<file path="src/rtl/csr_pkg.sv">
// Shared CSR address map, mcountinhibit bit positions and decode types for the
// performance-counter CSR file.
package csr_pkg;

  localparam int unsigned CSR_ADDR_W = 12;

  localparam logic [CSR_ADDR_W-1:0] CSR_CYCLE      = 12'hC00;
  localparam logic [CSR_ADDR_W-1:0] CSR_TIME       = 12'hC01;
  localparam logic [CSR_ADDR_W-1:0] CSR_INSTRET    = 12'hC02;
  localparam logic [CSR_ADDR_W-1:0] CSR_CYCLEH     = 12'hC80;
  localparam logic [CSR_ADDR_W-1:0] CSR_TIMEH      = 12'hC81;
  localparam logic [CSR_ADDR_W-1:0] CSR_INSTRETH   = 12'hC82;
  localparam logic [CSR_ADDR_W-1:0] CSR_MCYCLE     = 12'hB00;
  localparam logic [CSR_ADDR_W-1:0] CSR_MINSTRET   = 12'hB02;
  localparam logic [CSR_ADDR_W-1:0] CSR_MCYCLEH    = 12'hB80;
  localparam logic [CSR_ADDR_W-1:0] CSR_MINSTRETH  = 12'hB82;
  localparam logic [CSR_ADDR_W-1:0] CSR_MCOUNTINH  = 12'h320;
  localparam logic [CSR_ADDR_W-1:0] SCRATCH_BASE   = 12'h7C0;

  localparam int unsigned INH_CY = 0;
  localparam int unsigned INH_IR = 2;

  typedef enum logic [2:0] {
    TGT_CYCLE,
    TGT_TIME,
    TGT_INSTRET,
    TGT_INHIBIT,
    TGT_SCRATCH,
    TGT_NONE
  } csr_target_e;

  typedef struct packed {
    csr_target_e target;
    logic        hi;
  } csr_dec_t;

endpackage

</file>
<file path="src/rtl/csr_counter64.sv">
// 64-bit counter with half-word software writes; a write in a cycle replaces
// that half and cancels the increment for the whole counter.
module csr_counter64 #(
  parameter int unsigned DATA_WIDTH = 32,
  parameter int unsigned INC_W      = 1
) (
  input  logic                  clk,
  input  logic                  rst_n,
  input  logic                  inc_en,
  input  logic [INC_W-1:0]      inc_amt,
  input  logic                  wr_lo,
  input  logic                  wr_hi,
  input  logic [DATA_WIDTH-1:0] wr_data,
  output logic [63:0]           value
);

  logic [63:0] nxt_c;

  always_comb begin
    nxt_c = value;
    if (wr_lo || wr_hi) begin
      if (wr_lo) nxt_c[DATA_WIDTH-1:0] = wr_data;
      if (wr_hi) nxt_c[63:32]          = wr_data[31:0];
    end else if (inc_en) begin
      nxt_c = value + 64'(inc_amt);
    end
  end

  always_ff @(posedge clk or negedge rst_n) begin
    if (!rst_n) value <= '0;
    else        value <= nxt_c;
  end

endmodule

</file>
<file path="src/rtl/csr_counter_file.sv">
// Performance-counter CSR file: cycle/time/instret, mcountinhibit and scratch
// CSRs behind a one-cycle registered read port and a checked write port.
module csr_counter_file
  import csr_pkg::*;
#(
  parameter int unsigned DATA_WIDTH  = 32,
  parameter int unsigned ADDR_WIDTH  = 12,
  parameter int unsigned RET_PORTS   = 2,
  parameter int unsigned TIME_DIV    = 1,
  parameter int unsigned NUM_SCRATCH = 4
) (
  input  logic                  clk,
  input  logic                  rst_n,
  input  logic                  rd_en,
  input  logic [ADDR_WIDTH-1:0] rd_addr,
  output logic                  rd_valid,
  output logic [DATA_WIDTH-1:0] rd_data,
  output logic                  rd_err,
  input  logic                  wr_en,
  input  logic [ADDR_WIDTH-1:0] wr_addr,
  input  logic [DATA_WIDTH-1:0] wr_data,
  output logic                  wr_err,
  input  logic [RET_PORTS-1:0]  ret_valid
);

  localparam int unsigned RET_W  = $clog2(RET_PORTS + 1);
  localparam int unsigned PRE_W  = (TIME_DIV > 1) ? $clog2(TIME_DIV) : 1;
  localparam int unsigned SCR_W  = (NUM_SCRATCH > 1) ? $clog2(NUM_SCRATCH) : 1;
  localparam bit          HAS_HI = (DATA_WIDTH == 32);

  // Shared by both ports; high halves only exist on a 32-bit datapath.
  function automatic csr_dec_t csr_decode(input logic [ADDR_WIDTH-1:0] a);
    csr_dec_t d;
    d.target = TGT_NONE;
    d.hi     = 1'b0;
    if (a == ADDR_WIDTH'(CSR_CYCLE) || a == ADDR_WIDTH'(CSR_MCYCLE)) begin
      d.target = TGT_CYCLE;
    end else if (a == ADDR_WIDTH'(CSR_TIME)) begin
      d.target = TGT_TIME;
    end else if (a == ADDR_WIDTH'(CSR_INSTRET) || a == ADDR_WIDTH'(CSR_MINSTRET)) begin
      d.target = TGT_INSTRET;
    end else if (HAS_HI && (a == ADDR_WIDTH'(CSR_CYCLEH) || a == ADDR_WIDTH'(CSR_MCYCLEH))) begin
      d.target = TGT_CYCLE;
      d.hi     = 1'b1;
    end else if (HAS_HI && a == ADDR_WIDTH'(CSR_TIMEH)) begin
      d.target = TGT_TIME;
      d.hi     = 1'b1;
    end else if (HAS_HI && (a == ADDR_WIDTH'(CSR_INSTRETH) || a == ADDR_WIDTH'(CSR_MINSTRETH))) begin
      d.target = TGT_INSTRET;
      d.hi     = 1'b1;
    end else if (a == ADDR_WIDTH'(CSR_MCOUNTINH)) begin
      d.target = TGT_INHIBIT;
    end else if ((a - ADDR_WIDTH'(SCRATCH_BASE)) < ADDR_WIDTH'(NUM_SCRATCH)) begin
      d.target = TGT_SCRATCH;
    end
    return d;
  endfunction

  function automatic logic [RET_W-1:0] popcount(input logic [RET_PORTS-1:0] v);
    logic [RET_W-1:0] n;
    n = '0;
    for (int i = 0; i < RET_PORTS; i++) n = n + RET_W'(v[i]);
    return n;
  endfunction

  function automatic logic [DATA_WIDTH-1:0] half(input logic [63:0] v, input logic hi);
    return hi ? DATA_WIDTH'(v[63:32]) : v[DATA_WIDTH-1:0];
  endfunction

  csr_dec_t              rd_dec_c;
  csr_dec_t              wr_dec_c;
  logic                  wr_ok_c;
  logic                  tick_c;
  logic [RET_W-1:0]      ret_cnt_c;
  logic [DATA_WIDTH-1:0] rd_val_c;
  logic [PRE_W-1:0]      pre_q;
  logic                  inh_cy;
  logic                  inh_ir;
  logic [63:0]           cycle_q;
  logic [63:0]           time_q;
  logic [63:0]           instret_q;
  logic [DATA_WIDTH-1:0] scratch [NUM_SCRATCH];

  assign rd_dec_c  = csr_decode(rd_addr);
  assign wr_dec_c  = csr_decode(wr_addr);
  // Addresses with [11:10]==2'b11 are the read-only user views.
  assign wr_ok_c   = wr_en && (wr_dec_c.target != TGT_NONE) && (wr_addr[11:10] != 2'b11);
  assign tick_c    = (pre_q == PRE_W'(TIME_DIV - 1));
  assign ret_cnt_c = popcount(ret_valid);

  always_ff @(posedge clk or negedge rst_n) begin
    if (!rst_n) pre_q <= '0;
    else        pre_q <= tick_c ? '0 : pre_q + PRE_W'(1);
  end

  always_ff @(posedge clk or negedge rst_n) begin
    if (!rst_n) begin
      inh_cy <= 1'b0;
      inh_ir <= 1'b0;
    end else if (wr_ok_c && wr_dec_c.target == TGT_INHIBIT) begin
      inh_cy <= wr_data[INH_CY];
      inh_ir <= wr_data[INH_IR];
    end
  end

  always_ff @(posedge clk or negedge rst_n) begin
    if (!rst_n) begin
      for (int i = 0; i < NUM_SCRATCH; i++) scratch[i] <= '0;
    end else if (wr_ok_c && wr_dec_c.target == TGT_SCRATCH) begin
      scratch[wr_addr[SCR_W-1:0]] <= wr_data;
    end
  end

  csr_counter64 #(.DATA_WIDTH(DATA_WIDTH), .INC_W(1)) u_cycle (
    .clk     (clk),
    .rst_n   (rst_n),
    .inc_en  (!inh_cy),
    .inc_amt (1'b1),
    .wr_lo   (wr_ok_c && wr_dec_c.target == TGT_CYCLE && !wr_dec_c.hi),
    .wr_hi   (wr_ok_c && wr_dec_c.target == TGT_CYCLE && wr_dec_c.hi),
    .wr_data (wr_data),
    .value   (cycle_q)
  );

  csr_counter64 #(.DATA_WIDTH(DATA_WIDTH), .INC_W(1)) u_time (
    .clk     (clk),
    .rst_n   (rst_n),
    .inc_en  (tick_c),
    .inc_amt (1'b1),
    .wr_lo   (1'b0),
    .wr_hi   (1'b0),
    .wr_data ('0),
    .value   (time_q)
  );

  csr_counter64 #(.DATA_WIDTH(DATA_WIDTH), .INC_W(RET_W)) u_instret (
    .clk     (clk),
    .rst_n   (rst_n),
    .inc_en  (!inh_ir),
    .inc_amt (ret_cnt_c),
    .wr_lo   (wr_ok_c && wr_dec_c.target == TGT_INSTRET && !wr_dec_c.hi),
    .wr_hi   (wr_ok_c && wr_dec_c.target == TGT_INSTRET && wr_dec_c.hi),
    .wr_data (wr_data),
    .value   (instret_q)
  );

  always_comb begin
    rd_val_c = '0;
    case (rd_dec_c.target)
      TGT_CYCLE:   rd_val_c = half(cycle_q, rd_dec_c.hi);
      TGT_TIME:    rd_val_c = half(time_q, rd_dec_c.hi);
      TGT_INSTRET: rd_val_c = half(instret_q, rd_dec_c.hi);
      TGT_INHIBIT: begin
        rd_val_c[INH_CY] = inh_cy;
        rd_val_c[INH_IR] = inh_ir;
      end
      TGT_SCRATCH: rd_val_c = scratch[rd_addr[SCR_W-1:0]];
      default:     rd_val_c = '0;
    endcase
  end

  // Response reflects state before the edge, so same-cycle writes are not seen.
  always_ff @(posedge clk or negedge rst_n) begin
    if (!rst_n) begin
      rd_valid <= 1'b0;
      rd_data  <= '0;
      rd_err   <= 1'b0;
      wr_err   <= 1'b0;
    end else begin
      rd_valid <= rd_en;
      rd_err   <= rd_en && (rd_dec_c.target == TGT_NONE);
      wr_err   <= wr_en && !wr_ok_c;
      if (rd_en) rd_data <= rd_val_c;
    end
  end

endmodule

</file>
<file path="config.mk">
export PLATFORM = sky130hd
export DESIGN_NAME = csr_counter_file
export DESIGN_NICKNAME = d
export VERILOG_FILES = /design/src/rtl/csr_pkg.sv /design/src/rtl/csr_counter64.sv /design/src/rtl/csr_counter_file.sv
export SDC_FILE = /design/constraint.sdc
export NUM_CORES = 1
export LEC_CHECK = 0
export BUFFER_PORTS_ARGS = -buffer_cell sky130_fd_sc_hd__buf_4
export CAP_MARGIN = 10
export CORE_MARGIN = 10
export CORE_UTILIZATION = 24
export CTS_CLUSTER_DIAMETER = 80
export DETAILED_ROUTE_END_ITERATION = 16
export HOLD_SLACK_MARGIN = 0.05
export SYNTH_ARGS = -nofsm -noshare
export SYNTH_HDL_FRONTEND = slang
export SYNTH_SLANG_ARGS = --single-unit
</file>
<file path="constraint.sdc">
create_clock -name clk -period 3.15 [get_ports clk]
set_input_delay 0.63 -clock clk [delete_from_list [all_inputs] [get_ports clk]]
set_output_delay 0.63 -clock clk [all_outputs]
set_load 0.02 [all_outputs]
</file>
======== After elaboration in Yosys (flattened, before gate mapping) ========
Index checks and enable logic that the tools add are counted.
operators by class
  add/subtract/negate cells ............... 7
  magnitude comparators ................... 5
  eq/ne operators ......................... 38
  muxes and demuxes ....................... 46
  bitwise operators ....................... 2
  reductions and logical operators ........ 31
operators by type and width
  cell                    count
  $mux 32                 10
  $mux 64                 4
  $eq 12x12->1 const B    20
  $add 64x1->64 const B   2
  $bwmux 128              1
  $pmux 29 s4             1
  $add 64x2->64           1
  $bmux 32 s2             1
  $demux 32 s2            1
  $mux 3                  10
  $eq 12x10->1 const B    2
  $lt 12x3->1 const B     2
  $sub 12x11->12 const B  2
  $mux 4                  4
  $logic_and 1x1->1       13
  $eq 3x2->1 const B      4
  $ne 2x1->1 const B      6
  $mux 1                  11
  $logic_or 1x1->1        10
  $pmux 1 s5              2
  $eq 3x3->1 const B      3
  $reduce_and 2->1        4
  $ge 3x3->1 const B      2
  $logic_not 3->1         2
  other kinds (9)         11
word-level totals
  flip-flop bits (word level) ............. 358
  output and inout bits ................... 35
  word-level logic and storage cells ...... 145

======== Logic depth before layout (Yosys ltp) ========
  word-level depth ........................ 18
  mapped depth ............................ 11
  gate-level depth less buffers ........... 11

======== Modules after synthesis ========
Synthesis repeated with hierarchy kept, for this count alone.
unflattened totals
  cells, all modules ...................... 2190
  area total of the unflattened synthesis .. 21979.8 um^2
modules (own cells, without submodules)
  module                       instances  cells each  area an instance (um^2)  sequential area each (um^2)
  csr_counter_file             1          669         9460.3                   4129.0
  csr_counter64 (u_cycle ...)  2          499         4144.0                   1601.5
  csr_counter64 (u_instret)    1          523         4231.6                   1601.5

======== Worst setup path before layout ========
OpenSTA, ideal clock, no wires.
  path type ............................... input-to-reg
  start point ............................. in ret_valid[0]
  end point ............................... reg u_instret.value[60]
  setup time .............................. 0.094 ns
  arrival ................................. 2.927 ns
  required time ........................... 3.056 ns
  path slack .............................. 0.130 ns
  cell stages on the path ................. 11
  buffers on the path ..................... 0
  path through ............................ inv_1 -> fa_1 -> inv_1 -> ha_1 -> and4_1 -> nand3_2 -> nand4b_2 -> nor4b_4 -> and4_1 -> nor3_1 -> a211oi_1
between the ends
  cells in the longest elaborated chain, start to end .. 4
ends and longest elaborated chain
  what                    line                    source
  start: declaration      csr_counter_file.sv:23  input logic [RET_PORTS-1:0] ret_valid
  $add 1x1->2             csr_counter_file.sv:62  for (int i = 0; i < RET_PORTS; i++) n = n + RET_W'(v[i]);
  $add 64x2->64           csr_counter64.sv:25     nxt_c = value + 64'(inc_amt);
  $mux 64                 csr_counter64.sv:24     end else if (inc_en) begin
  $mux 64                 csr_counter64.sv:21     if (wr_lo || wr_hi) begin
  end signal: assignment  csr_counter64.sv:31     else value <= nxt_c;
  end: declaration        csr_counter64.sv:14     output logic [63:0] value
No other way between the ends. The select of a mux whose other input is x is not followed.
A chain may end at the register's enable or synchronous reset.

======== Worst setup path in the final report ========
  start point ............................. reg u_instret.value[0]
  end point ............................... reg u_instret.value[36]
between the ends
  cells in the longest elaborated chain, start to end .. 3
ends and longest elaborated chain
  what           line
  $add 64x2->64  csr_counter64.sv:25
  $mux 64        csr_counter64.sv:24
  $mux 64        csr_counter64.sv:21
No other way between the ends. The select of a mux whose other input is x is not followed.

==> results.md <==
- PortBufs: 96
- Top cell type's share of synthesized area: a little under half
- Initial detailed-routing violation count: ~1800
- Maxcap violations: 0
- CTS max path bufs: 3
- CTS Buf Count: between 40 and 50
- Post-synth top area cell: dfrtp_1
- Ys flop type: dfrtp_1
- Antenna Cells: 0
- Worst setup path startpoint: u_instret.value[0]$_DFFE_PN0P_
- Non-filler cells, final: about 3200
- Number of synthesized register bits: approximately 360
- Clk_lat worst skew: 0.57 ns
- Final Hold Viols: 0
- Largest net degree at the start of global routing: 78
- CP arrival: around 3.3 ns
- Routed wire length per instance: between 20 and 25 um
- Setup violations, final: 0
- Worst R2R End: u_instret.value[36]$_DFFE_PN0P_
- CP Cell Sequence: inv_1, fa_1, inv_1, ha_1, and4_1, nand3_2, nand4b_2, buf_4, or3_1, nand2_1, a21oi_1, a221oi_1
- Die area: 94000 sq um
- Critical path capture point type: flip-flop
- Simple-Gate Fraction of Synth Area: between 10% and 20%
- Multi-input logic area: 10100 sq um
- Worst R2R Setup Slack: approximately 0.33 ns
- GRT overflow: 0
- Std-Cell Rows: around 110
- Dpl cells: roughly 3200
- R2R cell count: 12
- Initial core utilization: around a quarter
- # DRC: 0
- Routed WL: 72.5 mm
- Yosys warns: 0
- Post-synthesis mux area share: around 14%
- RSZ-0062 raised after global routing: false
- Status: completed
- Max Clk Rate: 0.355 GHz
- Reg clk slew, reported paths: around 0.06 ns
- Ranking of synthesized cells by area: dfrtp_1 (45%), mux2_2 (7.0%), nand2_1 (3.9%)
- First-pass GRT wire length: around 110 mm
- Placer Congestion: ~0.94
- Drt first pass iters: 5
- R2R Path Start: u_instret.value[0]$_DFFE_PN0P_
- Hold buffers post-CTS: 0
- Worst Path Class, Setup: reg2reg
- Post-synthesis xor/xnor area fraction: ~2.8%
- DRT antenna net count: 0
- DP HPWL: around 52 mm
- Most common cell after layout, fill and taps aside: dfrtp_1
- Via Count: ~17000
- Clock skew: 0.0127 ns
- CP Launch Type: flip-flop
- CTS root buf: clkbuf_16
- Initial antenna violation count: 0
- Post-synthesis instance area: between 15000 and 20000 sq um
- Most frequent CP cell: inv_1
- Final worst-path cycle share: around 89%
- Crit-path max cell delay: about 0.4 ns
- Power per cell area: between 400 and 500 nW/um^2
- Synth Area in Compound Gates: between 10% and 20%
- Fin. max-slew vios: 0
- I/O Pins: 97
- Worst vdd ir: approximately 0.00033 V
- Highest-delay cell along the critical path: fa_1
- CP Data Required Time: approximately 3.6 ns
- Postcts setup bufs: 0
- Reg area: approximately 9000 sq um
- Height of the die: roughly 310 um
- Highest-count cells in the layout ignoring fill and taps: dfrtp_1 (357), nand2_1 (207), buf_4 (189)
- CP Max Fanout: 4
- CTS tree: built
- Critical Path End: u_instret.value[36]$_DFFE_PN0P_
- Least-Margin Pin Slew: slightly above 0.9 ns
- Unique masters post-synth: 80
- Seq/Total Area, Yosys: 45.3%
- Die W: ~310 um
- Fraction of layout cells with a size suffix above 1: 22.0%
- Adder-cell share of the synthesized area: less than 1%
- Largest family of logic cells by synthesized area: simple AND/OR/NAND/NOR gates
- Filler cells: between 8000 and 9000
- Post-CTS sizing: 0
- Vias in the first global route: roughly 17000
- Post-synth EDFFs: 0
- Final Core Density: 29.1%
- P&R area growth vs syn: 20.6%
- H-tree levels: 2
- Slew HR: 38.1%
- Clock Sinks: approximately 360
- Gr usage total: between 10% and 20%
- Final net count: roughly 2200
- HP Class: in2async
- Post-Syn Instances: around 2000
- CORE AREA: 81700 sq um
- Drt via density: roughly 5.2
- Async S/R FF share, synth: 100%
- Tmin final: 2.82 ns
- Net Count, Synth: about 2100
- Post-Syn Area per Cell: 9.91 sq um
- Leakage: just over 10 nW
==> sequential cells by signal (all words and copies together), names as in the netlist <==
register,flops
inh_ir,1
rd_valid,1
u_instret.value,64
u_time.value,64
wr_err,1
scratch,128
rd_data,32
rd_err,1
u_cycle.value,64
inh_cy,1
==> worst min path at each step <==
stage | end | slack, ns
global route | u_time.value[5]$_DFF_PN0_ | 0.11
global placement | scratch[4]$_DFFE_PN0P_ | 0.46
finish | u_time.value[5]$_DFF_PN0_ | 0.08
floorplan | inh_cy$_DFFE_PN0P_ | 0.33
detailed placement | scratch[4]$_DFFE_PN0P_ | 0.47
CTS | u_time.value[2]$_DFF_PN0_ | 0.1
==> kinds of logic (layout without fill, tap and decap cells) <==
group	after synthesis	count (layout)
AND/OR/NAND/NOR	724	724
AO/OA/AOI/OAI	451	451
flip-flops	357	357
multiplexers	223	223
buffers and inverters	167	331
XOR/XNOR	63	63
adder cells (fa/ha/maj)	4	4
==> per-stage QoR <==
stage | instance area [sq um] | hold WS (ns) | setup TNS [ns] | setup WS, ns | total power, mW
3_5_place_dp | 22400 | 0.474 | -0.0130 | -0.0125 | 5.53
6_report | 23800 | 0.0778 | 0 | 0.331 | 10.4
5_1_grt | 23800 | 0.108 | 0 | 0.0687 | 10.8
2_1_floorplan | 19700 | 0.334 | 0 | 0.130 | 5.08
4_1_cts | 23800 | 0.0961 | 0 | 0.309 | 10.5
3_3_place_gp | 22400 | 0.457 | -0.0285 | -0.0152 | 5.53
==> cell type report <==
class                           count  area share (%)
Clock buffer                       53            4.84
Clock inverter                     17           0.926
Inverter                           50           0.789
Multi-Input combinational cell   1465            42.5
Sequential cell                   357            37.6
Tap cell                         1070            5.63
Timing Repair Buffer              211            7.80
==> power by group <==
part	switching, mW	internal (mW)	leakage [nW]
registers	0.108	4.66	4.77
logic	0.433	0.248	4.62
clock network	2.00	2.97	0.670
total	2.55	7.88	10.1
==> critical path, delay by kind of cell (launching register included) <==
| family | cells | cell delay (ns) |
|---|---|---|
| buf+inv | 3 | 0.41 |
| compound gates | 2 | 0.27 |
| flops | 1 | 0.39 |
| fa+ha+maj | 2 | 0.57 |
| simple gates | 5 | 1.06 |
==> cells in the mapped netlist (all sizes together), types with 54 or more instances <==
cell type	number
a211oi	77
a21oi	107
clkbuf	67
dfrtp	357
mux2	123
mux2i	68
nand2	208
nand3	82
nand4	54
nor2	164
nor3	59
o21ai	73
o22ai	78
==> layer usage <==
metal	routed length, um	GRT usage (%)	up-vias
met5	0	0	-
met3	5350	3.00	121
li1	-	-	7699
met2	35600	25.8	666
met1	29600	19.1	8434
met4	1970	3.98	0
(Power assumes the default switching activity.)
